## config.mk

```make
export PLATFORM = sky130hd
export DESIGN_NAME = fencei_sequencer_flat
export DESIGN_NICKNAME = d
export VERILOG_FILES = /design/src/rtl/fencei_sequencer_if.sv /design/src/rtl/fencei_sequencer.sv /design/src/flat_wrapper.sv
export SDC_FILE = /design/constraint.sdc
export NUM_CORES = 1
export LEC_CHECK = 0
export CAP_MARGIN = 40
export CORE_AREA = 2 2 86 88
export CTS_BUF_LIST = sky130_fd_sc_hd__clkbuf_8 sky130_fd_sc_hd__clkbuf_16
export DETAILED_ROUTE_END_ITERATION = 10
export DIE_AREA = 0 0 88 90
export GPL_TIMING_DRIVEN = 1
export PLACE_DENSITY = 0.95
export SKIP_LAST_GASP = 1
export SYNTH_ARGS = -nofsm -noshare
export SYNTH_HDL_FRONTEND = slang
export SYNTH_SLANG_ARGS = --single-unit
export TNS_END_PERCENT = 50
```

## constraint.sdc

```tcl
create_clock -name clk_i -period 4.5 [get_ports clk_i]
set_input_delay 0.9 -clock clk_i [delete_from_list [all_inputs] [get_ports clk_i]]
set_output_delay 0.9 -clock clk_i [all_outputs]
set_load 0.05 [all_outputs]
```

## src/rtl/fencei_sequencer_if.sv

```systemverilog
`default_nettype none
// +----------------------------------------------------------------------------+
// | fencei_sequencer_if : pipeline <-> FENCE.I sequencer handshake bundle       |
// | Revision 1.0                                                               |
// +----------------------------------------------------------------------------+
interface fencei_sequencer_if #(
   parameter int XLEN  = 32,
   parameter int CNT_W = 32
);
   logic             fencei_i;
   logic [XLEN-1:0]  fencei_pc_i;
   logic             sys_jump_i;
   logic             mem_busy_i;
   logic             dc_flush_done_i;
   logic             ic_inv_done_i;
   logic             stall_o;
   logic             dc_flush_req_o;
   logic             ic_inv_req_o;
   logic             restart_o;
   logic [XLEN-1:0]  restart_pc_o;
   logic             busy_o;
   logic [CNT_W-1:0] fencei_cnt_o;

   // Pipeline / cache side: drives requests and completions, observes control.
   modport master (
      output fencei_i, fencei_pc_i, sys_jump_i, mem_busy_i,
             dc_flush_done_i, ic_inv_done_i,
      input  stall_o, dc_flush_req_o, ic_inv_req_o, restart_o,
             restart_pc_o, busy_o, fencei_cnt_o
   );

   // Sequencer side.
   modport slave (
      input  fencei_i, fencei_pc_i, sys_jump_i, mem_busy_i,
             dc_flush_done_i, ic_inv_done_i,
      output stall_o, dc_flush_req_o, ic_inv_req_o, restart_o,
             restart_pc_o, busy_o, fencei_cnt_o
   );
endinterface
`default_nettype wire

```

## src/rtl/fencei_sequencer.sv

```systemverilog
`default_nettype none
// +----------------------------------------------------------------------------+
// | fencei_sequencer : freeze, drain, D$ write-back, I$ invalidate, restart    |
// | Revision 1.0                                                               |
// +----------------------------------------------------------------------------+
module fencei_sequencer #(
   parameter int XLEN  = 32,
   parameter int CNT_W = 32
) (
   input  wire             clk_i,
   input  wire             rst_i,
   fencei_sequencer_if.slave bus
);

   typedef enum logic [2:0] {
      ST_IDLE    = 3'd0,
      ST_DRAIN   = 3'd1,
      ST_DFLUSH  = 3'd2,
      ST_IINV    = 3'd3,
      ST_RESTART = 3'd4
   } state_t;

   state_t           r_state;
   state_t           w_state_nxt;
   logic [XLEN-1:0]  r_restart_pc;
   logic [CNT_W-1:0] r_cnt;
   logic             w_accept;

   // A trap from an older instruction always beats a new FENCE.I.
   assign w_accept = (r_state == ST_IDLE) && bus.fencei_i && !bus.sys_jump_i;

   always_ff @(posedge clk_i) begin
      if (!rst_i) begin
         r_state      <= ST_IDLE;
         r_restart_pc <= '0;
         r_cnt        <= '0;
      end else begin
         r_state <= w_state_nxt;
         if (w_accept)
            r_restart_pc <= bus.fencei_pc_i + XLEN'(4);
         if (r_state == ST_RESTART)
            r_cnt <= r_cnt + CNT_W'(1);
      end
   end

   always_comb begin
      w_state_nxt = r_state;
      case (r_state)
         ST_IDLE: begin
            if (w_accept)
               w_state_nxt = ST_DRAIN;
         end
         ST_DRAIN: begin
            if (bus.sys_jump_i)
               w_state_nxt = ST_IDLE;
            else if (!bus.mem_busy_i)
               w_state_nxt = ST_DFLUSH;
         end
         // Once a cache operation starts it runs to completion, traps or not.
         ST_DFLUSH: begin
            if (bus.dc_flush_done_i)
               w_state_nxt = ST_IINV;
         end
         ST_IINV: begin
            if (bus.ic_inv_done_i)
               w_state_nxt = ST_RESTART;
         end
         ST_RESTART: w_state_nxt = ST_IDLE;
         default:    w_state_nxt = ST_IDLE;
      endcase
   end

   // The IDLE term holds the FENCE.I in Execute during its arrival cycle;
   // RESTART releases it so it moves on while younger stages are flushed.
   assign bus.stall_o        = (r_state == ST_DRAIN) || (r_state == ST_DFLUSH) ||
                               (r_state == ST_IINV)  || w_accept;
   assign bus.dc_flush_req_o = (r_state == ST_DFLUSH);
   assign bus.ic_inv_req_o   = (r_state == ST_IINV);
   assign bus.restart_o      = (r_state == ST_RESTART);
   assign bus.busy_o         = (r_state != ST_IDLE);
   assign bus.restart_pc_o   = r_restart_pc;
   assign bus.fencei_cnt_o   = r_cnt;

`ifndef SYNTHESIS
   a_req_exclusive : assert property (@(posedge clk_i) disable iff (!rst_i)
      !(bus.dc_flush_req_o && bus.ic_inv_req_o));
   a_restart_single : assert property (@(posedge clk_i) disable iff (!rst_i)
      bus.restart_o |=> !bus.restart_o);
`endif

endmodule
`default_nettype wire

```

## src/flat_wrapper.sv

```systemverilog
// flat-port wrapper written by rule: the top's interface ports become plain ports
module fencei_sequencer_flat 
#(
   parameter int XLEN  = 32,
   parameter int CNT_W = 32
)
  (clk_i, rst_i, bus_fencei_i, bus_fencei_pc_i, bus_sys_jump_i, bus_mem_busy_i, bus_dc_flush_done_i, bus_ic_inv_done_i, bus_stall_o, bus_dc_flush_req_o, bus_ic_inv_req_o, bus_restart_o, bus_restart_pc_o, bus_busy_o, bus_fencei_cnt_o);
  fencei_sequencer_if #(.XLEN(XLEN), .CNT_W(CNT_W)) bus_i ();
  input  wire clk_i;
  input  wire rst_i;
  input wire logic [$bits(bus_i.fencei_i)-1:0] bus_fencei_i;
  input wire logic [$bits(bus_i.fencei_pc_i)-1:0] bus_fencei_pc_i;
  input wire logic [$bits(bus_i.sys_jump_i)-1:0] bus_sys_jump_i;
  input wire logic [$bits(bus_i.mem_busy_i)-1:0] bus_mem_busy_i;
  input wire logic [$bits(bus_i.dc_flush_done_i)-1:0] bus_dc_flush_done_i;
  input wire logic [$bits(bus_i.ic_inv_done_i)-1:0] bus_ic_inv_done_i;
  output wire logic [$bits(bus_i.stall_o)-1:0] bus_stall_o;
  output wire logic [$bits(bus_i.dc_flush_req_o)-1:0] bus_dc_flush_req_o;
  output wire logic [$bits(bus_i.ic_inv_req_o)-1:0] bus_ic_inv_req_o;
  output wire logic [$bits(bus_i.restart_o)-1:0] bus_restart_o;
  output wire logic [$bits(bus_i.restart_pc_o)-1:0] bus_restart_pc_o;
  output wire logic [$bits(bus_i.busy_o)-1:0] bus_busy_o;
  output wire logic [$bits(bus_i.fencei_cnt_o)-1:0] bus_fencei_cnt_o;
  assign bus_i.fencei_i = bus_fencei_i;
  assign bus_i.fencei_pc_i = bus_fencei_pc_i;
  assign bus_i.sys_jump_i = bus_sys_jump_i;
  assign bus_i.mem_busy_i = bus_mem_busy_i;
  assign bus_i.dc_flush_done_i = bus_dc_flush_done_i;
  assign bus_i.ic_inv_done_i = bus_ic_inv_done_i;
  assign bus_stall_o = bus_i.stall_o;
  assign bus_dc_flush_req_o = bus_i.dc_flush_req_o;
  assign bus_ic_inv_req_o = bus_i.ic_inv_req_o;
  assign bus_restart_o = bus_i.restart_o;
  assign bus_restart_pc_o = bus_i.restart_pc_o;
  assign bus_busy_o = bus_i.busy_o;
  assign bus_fencei_cnt_o = bus_i.fencei_cnt_o;
  fencei_sequencer #(.XLEN(XLEN), .CNT_W(CNT_W)) u_core (.clk_i(clk_i), .rst_i(rst_i), .bus(bus_i));
endmodule
```

Yosys cells after proc, flatten, opt, wreduce, memory -nomap -nowiden --
Cells that the tools add are included.
Operators by class: add/sub/neg operators 2, multiply operators 0, div/mod/pow operators 0, magnitude comparators 0, eq/ne operators 8, shift-type cells 0, mux-type cells 6, bitwise gates (word level) 0, reduce and logical (&&, ||, !) cells 9
Operators by type and width (count):
- $add A32 B1 Y32 const B | 1
- $add A32 B3 Y32 const B | 1
- $mux W3 | 5
- $pmux W3 S4 | 1
- $eq A3 B2 Y1 const B | 2
- $ne A2 B2 Y1 const B | 2
- $reduce_and A4 Y1 | 1
- $eq A3 B1 Y1 const B | 1
- $eq A3 B3 Y1 const B | 1
- $logic_not A3 Y1 | 1
- $logic_or A1 B1 Y1 | 3
- $ne A3 B3 Y1 const B | 1
- $reduce_bool A3 Y1 | 1
- $logic_and A1 B1 Y1 | 2
- $ne A2 B1 Y1 const B | 1
- $logic_not A1 Y1 | 1
Word-level totals: flip-flop bits (word level) 67, bits in latches 0, RAM bits 0, memory bits (read-only) 0, bits of input ports 39, output and inout port bits 69, word-level logic and storage cells 28, memories kept 0

Longest topological paths before layout --
depth in word-level cells 5, mapped depth 7, gate-level depth less buffers 5

Worst setup path before layout --
No wires, ideal clock.
path type input port to output port, start in bus_sys_jump_i, end out bus_stall_o, arrival time 1.860 ns, slack 1.740 ns, stages 2, buffers on the path 0, cell sequence nand2b_1 -> a21oi_1
Between the ends: word-level cells in the longest chain between the ends 3
RTL lines:
- start, declared | line flat_wrapper.sv:13 | input wire logic [$bits(bus_i.sys_jump_i)-1:0] bus_sys_jump_i;
- $logic_not A1 Y1 | line fencei_sequencer.sv:30 | assign w_accept = (r_state == ST_IDLE) && bus.fencei_i && !bus.sys_jump_i;
- $logic_and A1 B1 Y1 | line fencei_sequencer.sv:30
- $logic_or A1 B1 Y1 | line fencei_sequencer.sv:76 | (r_state == ST_IINV) || w_accept;
- end, declared | line flat_wrapper.sv:17 | output wire logic [$bits(bus_i.stall_o)-1:0] bus_stall_o;
Every way passes these cells.

Worst setup path in the final report --
Ends and elaborated chain as after synthesis.

==> out/qor.txt <==
Outcome - finished clean
Yosys cell types - 34
Setup repair bufs after CTS - 0
R2r endpoint - u_core.bus.fencei_cnt_o[19]
RSZ-0062 raised after global routing - false
Yosys top cell by area - dfxtp_1
Worst-path maximum fanout - 4
Crit path largest cell delay - 0.82 ns
Met2 WL - 4720 um
Overflow left after global routing - 0
Final Max Tran Viols - 0
# port buffers - 107
Die Wd - 88 um
Placement Cell Area - 0.00451 mm2
FF+latch count, synth - 67
Max-cap violation count - 0
Worst Hold Class - reg -> reg
Final instance area - 0.00472 mm2
DR top layer - met4
Pleak - 1.50 nW
Async S/R FF share, synth - 0%
Slowest cell on crit path - clkdlybuf4s50_1
Syn_area_per_cell - 8.19 um2
Setup CP Type - in -> out
Hold depth - 2
Startpoint Class - input port
R2R setup slack - 2.06 ns
Clock transition at path regs - 0.06 ns
DP Cell Count - 598
Reg area - 0.00134 mm2
Initial Util - 48.4%
Largest net degree at the start of global routing - 48
Crit path time final - 3.45 ns
CTS tree - done
Maximum clock rate - 0.290 GHz
Hold Vio Cnt, Final - 0
Final setup violation count - 0
Clock sink total - 67
I/O pin cnt - 108
Share of post-route cells with drive strength above 1 - 4.27%
TritonRoute pass-1 iters - 5
Synth top area cells - dfxtp_1 (39%), or4_1 (5.7%), o31ai_1 (4.9%)
Clk buf depth - 2
Post-route insts no fill - 614
Area grow syn2layout - 38.9%
Core Area - 0.00702 mm2
Htree depth - 3
Share of Yosys cell area claimed by the top area cell type - 39.5%
Global Route Usage Sum - 24.2%
Routed Antenna Nets - 0
Clock Skew - 0.0115 ns
Die ar. - 0.00792 mm2
Crit path required time - 3.60 ns
HP Start - u_core.bus.restart_pc_o[3]
CTS buffer count - 9
CP cell instances - clkdlybuf4s50_1, nand2b_1, a21oi_1, clkdlybuf4s50_1
Post-DP HPWL - 6890 um
Total negative slack - 0 ns
Placer Congestion - 0.915
Most frequent cell after synthesis - dfxtp_1
Post-Syn Instances - 415
Most frequent CP cell - clkdlybuf4s50_1
DIE HEIGHT - 90 um
ANT cells - 0
Clock Latency Late Sink - 0.34 ns
CTS root buf - clkbuf_8
Synth warn - 0
Vias per inst - 5.96
Worst VDD drop - 175 uV
Final #Nets - 551
WL met1 - 3980 um
Synth Cell Area - 0.00340 mm2
Routed vias - 3658
Quantity of gates resized following cts - 0
1st-iter DRT viols - 166
Initial antenna violation count - 0
Met3 wire length - 661 um
Most frequent cells after synthesis - dfxtp_1 (67), nand2_1 (32), a21oi_1 (31)
Drt wl/cell - 15.6 um
Post-synth EDFFs - 0
WL final - 9580 um
Area of the multi-input gates - 0.00193 mm2
Power Density - 298 mW/mm2
Slew @ Worst Pin - 0.932 ns
First-pass GRT wire length - 15600 um
Hold Crit Endpoint - u_core.bus.restart_pc_o[3]
Worst reg-to-reg path cell count - 4
Residual DRC - 0
Cts hold-fix bufs - 0
Crit path DAT - 2.55 ns
Filler cells - 568
Worst Setup End Kind - primary output
Final worst path period share - 76.7%
Mapped Nets - 456
Sequential element share of the synthesized area - 39.5%
Most used DFF post-synth - dfxtp_1
Slew headroom - 37.8%
R2r startpoint - u_core.r_state[1]
Row cnt - 31
Vias in the first global route - 3406
[metal layers]
metal / global-route usage, % / vias to the layer above
met4: 8.72 / 0
li1: - / 1773
met2: 40.3 / 168
met3: 4.13 / 27
met1: 31.0 / 1690
met5: 0 / -
[sequential cells by signal (all words and copies together) (netlist names)]
register and flops:
u_core.r_state 3, u_core.bus.fencei_cnt_o 32, u_core.bus.restart_pc_o 32
[stage by stage]
stage               hold WS (ns)  total power [mW]  util [%]  setup WS, ns
floorplan                  0.535             0.792         -          1.74
global route               0.487              1.45      67.2         0.968
global placement           0.441             0.897      64.3          1.07
finish                     0.457              1.41      67.2          1.05
detailed placement         0.448             0.902      64.3          1.05
CTS                        0.458              1.40      67.2          1.05
[cell usage in the layout, fill, tap and decap left out, types with 2 or more instances in the layout]
cell	instances
buf_4	3
dfxtp_1	67
nor4_1	8
nand2b_1	4
o31ai_1	22
inv_1	8
nand4_1	19
and4_1	7
clkbuf_8	11
clkdlybuf4s50_1	107
mux2i_1	3
xnor2_1	14
a31oi_1	12
nand2_1	32
xor2_1	8
and3_1	6
nand3_1	19
nor3_1	8
o21ai_0	29
a21oi_1	31
or4_1	26
or3_1	13
nor2_1	27
ha_1	2
a211oi_1	14
and2_1	3
nor3b_1	2
or2_2	2
[final cells by class]
cell class,count,area share (%)
Sequential cell,67,28.4
Tap cell,99,2.63
Clock inverter,5,1.14
Multi-Input combinational cell,316,40.9
Inverter,6,0.477
Clock buffer,11,3.21
Timing Repair Buffer,110,23.2
[worst max path at each step]
stage	slack (ns)	to	startpoint	cells after the start
finish	1.05	bus_stall_o	bus_sys_jump_i	4
global route	0.97	bus_stall_o	bus_sys_jump_i	4
CTS	1.05	bus_stall_o	bus_sys_jump_i	4
detailed placement	1.05	bus_stall_o	bus_sys_jump_i	4
global placement	1.07	bus_stall_o	bus_sys_jump_i	4
floorplan	1.74	bus_stall_o	bus_sys_jump_i	2
[cell families after synthesis]
group / after synthesis / share of synthesized area [%]
simple gates: 181 / 30.4
mux: 3 / 0.884
flops: 67 / 39.5
xor+xnor: 22 / 5.67
compound gates: 108 / 19.0
fa+ha+maj: 2 / 0.737
buf+inv: 32 / 3.87
[power by group]
group / total, mW / internal, mW / leakage [nW] / switching, mW
clock: 0.513 / 0.283 / 0.108 / 0.230
combinational: 0.261 / 0.0968 / 0.842 / 0.164
sequential: 0.631 / 0.616 / 0.545 / 0.0155
total: 1.41 / 0.996 / 1.50 / 0.409
[worst max-delay path: cells and delay by family]
family / cells / cell delay, ns
buffers and inverters: 2 / 1.26
and+or+nand+nor: 1 / 0.23
AOI/OAI and AO/OA: 1 / 0.17
No activity file was read; power rests on OpenSTA's default activity.
